==> config.mk <==
export PLATFORM = sky130hd
export DESIGN_NAME = mem_port_arbiter
export DESIGN_NICKNAME = d
export VERILOG_FILES = /design/src/rtl/mem_arb_pkg.sv /design/src/rtl/mem_port_arbiter_rr_arbiter.sv /design/src/rtl/mem_port_arbiter.sv
export SDC_FILE = /design/constraint.sdc
export NUM_CORES = 1
export LEC_CHECK = 0
export CORE_AREA = 3 3 136 138
export DETAILED_ROUTE_END_ITERATION = 8
export DIE_AREA = 0 0 139 141
export PLACE_DENSITY_LB_ADDON = 0.08
export SYNTH_ARGS = -nofsm -noshare
export SYNTH_HDL_FRONTEND = slang
export SYNTH_SLANG_ARGS = --single-unit
==> constraint.sdc <==
create_clock -name clk -period 6 [get_ports clk]
set_input_delay 1.5 -clock clk [delete_from_list [all_inputs] [get_ports clk]]
set_output_delay 1.5 -clock clk [all_outputs]
set_load 0.03 [all_outputs]
==> src/rtl/mem_arb_pkg.sv <==
// Shared types for the data-memory port B arbiter.
// Request bundle, pipeline tag and request legality check.
package mem_arb_pkg;

  localparam int MEM_BYTES_DEF = 8192;
  localparam int REQ_AW = 64;
  localparam int ID_W = 3;

  typedef struct packed {
    logic [REQ_AW-1:0] addr;
    logic [31:0]       wdata;
    logic [3:0]        be;
    logic              we;
  } mem_req_t;

  typedef struct packed {
    logic            valid;
    logic [ID_W-1:0] id;
    logic            err;
    logic            we;
  } mem_pipe_t;

  function automatic logic req_bad(
    input logic [REQ_AW-1:0] addr,
    input logic [3:0]        be,
    input int unsigned       bytes
  );
    logic [REQ_AW-1:0] top;
    top = REQ_AW'(bytes - 32'd4);
    return (addr[1:0] != 2'b00) ||
           (addr > top) ||
           (be == 4'b0000);
  endfunction

endpackage

==> src/rtl/mem_port_arbiter_rr_arbiter.sv <==
// Rotating-priority requester select.
// Pointer moves just past the last winner.
module rr_arbiter #(
  parameter int N_REQ = 3,
  parameter int GW    = 2
) (
  input  logic             clk,
  input  logic             rst_n,
  input  logic [N_REQ-1:0] req,
  output logic [N_REQ-1:0] gnt,
  output logic [GW-1:0]    gnt_id
);

  logic [GW-1:0]      rr_ptr;
  logic [2*N_REQ-1:0] dbl;
  logic [N_REQ-1:0]   rot;
  logic [GW:0]        sum;
  logic               hit;

  // first valid requester at or after rr_ptr wins
  always_comb begin
    dbl = {req, req} >> rr_ptr;
    rot = dbl[N_REQ-1:0];
    sum = '0;
    hit = 1'b0;
    for (int k = N_REQ - 1; k >= 0; k--) begin
      if (rot[k]) begin
        hit = 1'b1;
        sum = (GW+1)'(rr_ptr) + (GW+1)'(k);
      end
    end
    if (sum >= (GW+1)'(N_REQ))
      sum = sum - (GW+1)'(N_REQ);
    gnt_id = sum[GW-1:0];
    gnt = hit ? (N_REQ'(1) << gnt_id) : '0;
  end

  // advance the pointer past each winner, wrapping at N_REQ
  always_ff @(posedge clk or negedge rst_n) begin
    if (!rst_n) begin
      rr_ptr <= '0;
    end else if (hit) begin
      if (gnt_id == GW'(N_REQ - 1))
        rr_ptr <= '0;
      else
        rr_ptr <= gnt_id + GW'(1);
    end
  end

endmodule

==> src/rtl/mem_port_arbiter.sv <==
// Round-robin share of data-memory port B.
// Accept, issue, respond; illegal requests answered with err.
module mem_port_arbiter
  import mem_arb_pkg::*;
#(
  parameter int N_REQ     = 3,
  parameter int MEM_BYTES = MEM_BYTES_DEF,
  parameter int ADDR_W    = 32
) (
  input  logic                    clk,
  input  logic                    rst_n,
  input  logic [N_REQ-1:0]        req_valid,
  output logic [N_REQ-1:0]        req_ready,
  input  logic [N_REQ*ADDR_W-1:0] req_addr,
  input  logic [N_REQ*32-1:0]     req_wdata,
  input  logic [N_REQ*4-1:0]      req_be,
  input  logic [N_REQ-1:0]        req_we,
  output logic [N_REQ-1:0]        rsp_valid,
  output logic [N_REQ-1:0]        rsp_err,
  output logic [31:0]             rsp_rdata,
  output logic [ADDR_W-1:0]       mem_addr,
  output logic [31:0]             mem_data_i,
  output logic [3:0]              mem_data_en,
  output logic                    mem_write_en,
  input  logic [31:0]             mem_data_o
);

  localparam int GW = (N_REQ > 1) ? $clog2(N_REQ) : 1;

  logic [N_REQ-1:0] live;
  logic [N_REQ-1:0] gnt;
  logic [GW-1:0]    gnt_id;
  logic             take;
  mem_req_t         sel;
  logic             sel_err;
  mem_pipe_t        iss;
  logic             rd_ok;

  assign live = req_valid & {N_REQ{rst_n}};

  rr_arbiter #(
    .N_REQ (N_REQ),
    .GW    (GW)
  ) u_arb (
    .clk    (clk),
    .rst_n  (rst_n),
    .req    (live),
    .gnt    (gnt),
    .gnt_id (gnt_id)
  );

  assign req_ready = gnt;
  assign take = |gnt;

  // pick the winner's fields and judge legality
  always_comb begin
    sel = '0;
    sel.addr = REQ_AW'(req_addr[int'(gnt_id)*ADDR_W +: ADDR_W]);
    sel.wdata = req_wdata[int'(gnt_id)*32 +: 32];
    sel.be = req_be[int'(gnt_id)*4 +: 4];
    sel.we = req_we[gnt_id];
    sel_err = req_bad(sel.addr, sel.be, MEM_BYTES);
  end

  // issue stage: drive memory only for legal accepted requests
  always_ff @(posedge clk or negedge rst_n) begin
    if (!rst_n) begin
      iss <= '0;
      mem_addr <= '0;
      mem_data_i <= '0;
      mem_data_en <= '0;
      mem_write_en <= 1'b0;
    end else begin
      iss.valid <= take;
      iss.id <= ID_W'(gnt_id);
      iss.err <= sel_err;
      iss.we <= sel.we;
      if (take && !sel_err) begin
        mem_addr <= sel.addr[ADDR_W-1:0];
        mem_data_i <= sel.wdata;
        mem_data_en <= sel.be;
        mem_write_en <= sel.we;
      end else begin
        mem_data_en <= '0;
        mem_write_en <= 1'b0;
      end
    end
  end

  // response stage: one-hot flags one cycle after issue
  always_ff @(posedge clk or negedge rst_n) begin
    if (!rst_n) begin
      rsp_valid <= '0;
      rsp_err <= '0;
      rd_ok <= 1'b0;
    end else begin
      rsp_valid <= iss.valid ? (N_REQ'(1) << iss.id) : '0;
      rsp_err <= (iss.valid && iss.err) ?
                 (N_REQ'(1) << iss.id) : '0;
      rd_ok <= iss.valid && !iss.err && !iss.we;
    end
  end

  // memory registers its read data, so gate it by the
  // registered good-read flag rather than re-registering
  assign rsp_rdata = rd_ok ? mem_data_o : 32'h0;

endmodule

==> reports/summary.txt <==
====================================================================================================
Status ................................................................................    completed
Critical path's slowest cell .......................................................... sky130_fd_sc_hd__clkdlybuf4s50_1
Total power density per cell area .....................................................   295 nW/um2
Synthesized instance count ............................................................          590
Class of the tightest hold or removal check ...........................................   reg -> reg
Syn-to-layout area delta ..............................................................        71.5%
Total of warnings raised by yosys .....................................................            0
Part of the Yosys area used for sequential elements ...................................        0.378
Share of post-route cells with drive strength above 1 .................................       0.0857
Post-layout worst setup margin ........................................................       354 ps
Total internal power ..................................................................    0.00161 W
Register-to-register setup slack ......................................................      1560 ps
Maximum fanout along the worst path ...................................................           37
Worst IR Drop VDD .....................................................................     0.181 mV
Sum of net half-perimeters after detailed placement ...................................      17.1 mm
Transition time of the tightest slew-check pin ........................................       986 ps
Combinational power share .............................................................        0.558
Reg-to-Reg Start ...................................................................... u_arb.rr_ptr[0]
Number of unique standard cell types used by synthesis ................................           67
Cell area reported after detailed placement ...........................................     9130 um2
Quantity of hold-fixing buffers added after cts .......................................            0
Starting utilization of the core area .................................................        0.318
Core region area ......................................................................    17300 um2
Crit path cell chain .................................................................. clkdlybuf4s50_1, inv_1, and3_1, or4_1, nand2_8, o21ai_2, buf_4, buf_4
Max-Slew Margin vs Limit ..............................................................        0.341
DIE HEIGHT ............................................................................       141 um
Clock network latency to the later pin of the worst-skew pair .........................       340 ps
Number of CTS-inserted buffers ........................................................            9
Number of H-tree levels ...............................................................            3
Number of global-route vias before repair .............................................         5999
Avg Cell Area, Syn ....................................................................     9.31 um2
Buffer and inverter count on the worst path ...........................................            4
Vias per cell .........................................................................         5.17
Setup crit start kind .................................................................   input port
Die area ..............................................................................    19600 um2
Startpoint of the most critical hold path .............................................       iss[0]
EDFF count, synth .....................................................................            0
Post CTS Setup Buffer Count ...........................................................            0
GR Overflow Total .....................................................................            0
Cell Area, Synth ......................................................................     5490 um2
Number of max-cap violations ..........................................................            0
Total negative setup slack ............................................................         0 ps
Largest net degree at the start of global routing .....................................           65
Share of async-settable or async-resettable flops after synthesis .....................         1.00
Max Clock Freq ........................................................................    0.177 GHz
Global-route total usage across every layer ...........................................        0.213
Overall routed net length .............................................................      21.5 mm
Count of nets left with antenna violations after detail routing .......................            0
Setup skew after layout ...............................................................      8.44 ps
Power spent charging and discharging nets .............................................    0.00117 W
Clock-pin slew reported for the worst setup and hold paths after clock tree synthesis .        70 ps
Final layout net count ................................................................         1162
Hold Vio Cnt, Final ...................................................................            0
Port bufs .............................................................................          353
Number of nets produced by synthesis ..................................................          835
First-pass GRT wire length ............................................................      33.4 mm
Largest stage delay on the critical path ..............................................       710 ps
Setup crit end kind ...................................................................  output port
Final period util .....................................................................        0.941
Clock tree from TritonCTS .............................................................          yes
Required time of the worst setup path .................................................      4500 ps
Launching element of the worst setup path ............................................. req_valid[0]
Arrival time of data at the critical path endpoint ....................................      4150 ps
Pins over their slew limit ............................................................            0
Count of pins on the block boundary ...................................................          354
Number of register bits inferred by synthesis .........................................           83
Bufs on Longest Clock Path ............................................................            2
First DRT Iteration DRCs ..............................................................          395
Initial antenna violation count .......................................................            1
Count of cells resized by post-cts repair .............................................            0
Setup Slack @ Placement ...............................................................       113 ps
Die width .............................................................................       139 um
Final routed DRC violation total ......................................................            0
Switching Share .......................................................................        0.421
Proportion of power drawn by the clock network ........................................        0.189
Post-layout minimum cycle time ........................................................      5650 ps
Finished Core Util ....................................................................        0.545
Relative contribution of sequential cells to total power ..............................        0.253
Vias post-DR ..........................................................................         5935
Crit Path Class .......................................................................    in -> out
Final weighted congestion in routability-driven placement .............................        0.887
Most common cell type on the critical path ............................................ sky130_fd_sc_hd__buf_4
Final setup violation count ...........................................................            0
Reported leakage power ................................................................      4.01 nW
Area of all placed cells without fillers ..............................................     9420 um2
Sink Count ............................................................................           83
1st-pass router iterations ............................................................            5
Largest delay contributor family on the critical path ................................. buffers and inverters
Site Rows .............................................................................           48
Mean routed wirelength per cell .......................................................      18.7 um
Clock root buffer ..................................................................... sky130_fd_sc_hd__clkbuf_16
Setup repair after global routing missed its margin ...................................        false
Most common flop cell mapped by yosys ................................................. sky130_fd_sc_hd__dfrtp_1
PnR Total Power .......................................................................    0.00278 W
====================================================================================================
## final timing paths
check | end | cells after the start
setup / recovery | req_ready[2] | 8
hold / removal | rd_ok | 1
hold reg to reg | rd_ok | 1
min in group asynchronous | mem_write_en | 1
max in group asynchronous | mem_data_i[28] | 3
setup reg to reg | mem_data_i[17] | 11
## registers in the layout, summed over array words and instances (netlist names), 2 cells and up
register and cells:
mem_addr 32, mem_data_en 4, u_arb.rr_ptr 2, rsp_err 3
iss 5, mem_data_i 32, rsp_valid 3
## cell usage in the layout (no fill, tap or decap), types with 2 or more instances in the layout
cell | Yosys | final
sky130_fd_sc_hd__a21o_1 | 3 | 3
sky130_fd_sc_hd__a21oi_1 | 6 | 5
sky130_fd_sc_hd__a21oi_2 | 2 | 2
sky130_fd_sc_hd__a221oi_1 | 2 | 2
sky130_fd_sc_hd__a222oi_1 | 14 | 14
sky130_fd_sc_hd__a22o_1 | 32 | 32
sky130_fd_sc_hd__and2_1 | 56 | 56
sky130_fd_sc_hd__and3_1 | 2 | 2
sky130_fd_sc_hd__and3b_1 | 2 | 2
sky130_fd_sc_hd__buf_4 | 3 | 16
sky130_fd_sc_hd__clkbuf_16 | 0 | 9
sky130_fd_sc_hd__clkdlybuf4s50_1 | 0 | 350
sky130_fd_sc_hd__clkinv_4 | 0 | 2
sky130_fd_sc_hd__clkinvlp_4 | 0 | 2
sky130_fd_sc_hd__dfrtp_1 | 83 | 83
sky130_fd_sc_hd__inv_1 | 14 | 14
sky130_fd_sc_hd__inv_6 | 0 | 3
sky130_fd_sc_hd__mux2_1 | 4 | 4
sky130_fd_sc_hd__mux2_4 | 28 | 28
sky130_fd_sc_hd__mux2i_1 | 16 | 16
sky130_fd_sc_hd__nand2_1 | 76 | 76
sky130_fd_sc_hd__nand2b_1 | 6 | 5
sky130_fd_sc_hd__nand3_1 | 2 | 2
sky130_fd_sc_hd__nor2_1 | 20 | 20
sky130_fd_sc_hd__nor2b_1 | 2 | 2
sky130_fd_sc_hd__nor3_1 | 10 | 10
sky130_fd_sc_hd__nor3b_1 | 4 | 4
sky130_fd_sc_hd__nor4_1 | 8 | 8
sky130_fd_sc_hd__o21a_1 | 2 | 2
sky130_fd_sc_hd__o21ai_0 | 67 | 67
sky130_fd_sc_hd__o21ai_2 | 2 | 2
sky130_fd_sc_hd__o22a_1 | 2 | 2
sky130_fd_sc_hd__o22ai_1 | 36 | 36
sky130_fd_sc_hd__o31ai_1 | 3 | 3
sky130_fd_sc_hd__or4_1 | 4 | 4
## cells by family (layout without fill, tap and decap cells)
group                      count (synthesis)  in the layout  share of synthesized area
other                                      0              1                          0
xor gates and xnor gates                   1              1                    0.00296
buffers and inverters                     64            396                     0.0624
and+or+nand+nor                          202            202                      0.195
AOI/OAI and AO/OA                        191            191                      0.245
DFF                                       83             83                      0.378
muxes                                     48             48                      0.114
adders and majority gates                  1              1                    0.00228
## cells in the mapped netlist, drive strengths merged (14+ instances only)
cell	instances	share of area
mux2i	16	0.029
buf	21	0.033
a222oi	14	0.026
nor2	21	0.015
inv	14	0.0096
and2	56	0.064
mux2	32	0.085
o21ai	70	0.065
a22o	32	0.051
nand2	78	0.057
o22ai	36	0.041
clkbuf	29	0.020
dfrtp	83	0.38
## worst register-to-register path: stages, from the launching register on
cell and delay (ps):
sky130_fd_sc_hd__dfrtp_1 560, sky130_fd_sc_hd__ha_1 380, sky130_fd_sc_hd__nand2_2 130, sky130_fd_sc_hd__o21ai_1 130, sky130_fd_sc_hd__o22a_1 460, sky130_fd_sc_hd__a21oi_4 870
sky130_fd_sc_hd__nand2_1 100, sky130_fd_sc_hd__a221oi_1 380, sky130_fd_sc_hd__nor4_2 80, sky130_fd_sc_hd__nand3b_1 100, sky130_fd_sc_hd__buf_4 690, sky130_fd_sc_hd__mux2_4 440
## power groups by stage
stage | combinational (W) | clock [W] | sequential (W)
4_1_cts | 0.00156 | 0.000539 | 0.000702
6_report | 0.00155 | 0.000525 | 0.000702
2_1_floorplan | 0.000913 | 0 | 0.000800
3_3_place_gp | 0.00153 | 0 | 0.000708
5_1_grt | 0.00169 | 0.000564 | 0.000714
3_5_place_dp | 0.00156 | 0 | 0.000711
## layout make-up
cell class,count,area [um2]
clock inverter,7,58.8
tap,225,282
antenna,1,2.50
timing repair buffer,366,3620
inverter,14,52.6
fill,1554,7880
sequential,83,2080
multi-input combinational,443,3100
clock buffer,9,225
## metrics by stage
stage / hold WS [ps] / cells
4_1_cts: 444 / 1147
3_3_place_gp: 427 / 1131
5_1_grt: 438 / 1148
6_report: 430 / 1148
2_1_floorplan: 382 / 590
3_5_place_dp: 429 / 1131
## routing by layer
layer | vias to the layer above | track usage | share of wire
met5 | - | 0 | 0
met4 | 0 | 0.0530 | 0.012
met3 | 16 | 0.0360 | 0.060
met2 | 265 | 0.366 | 0.50
met1 | 2817 | 0.280 | 0.43
li1 | 2837 | - | -
(Power assumes the default switching activity.)
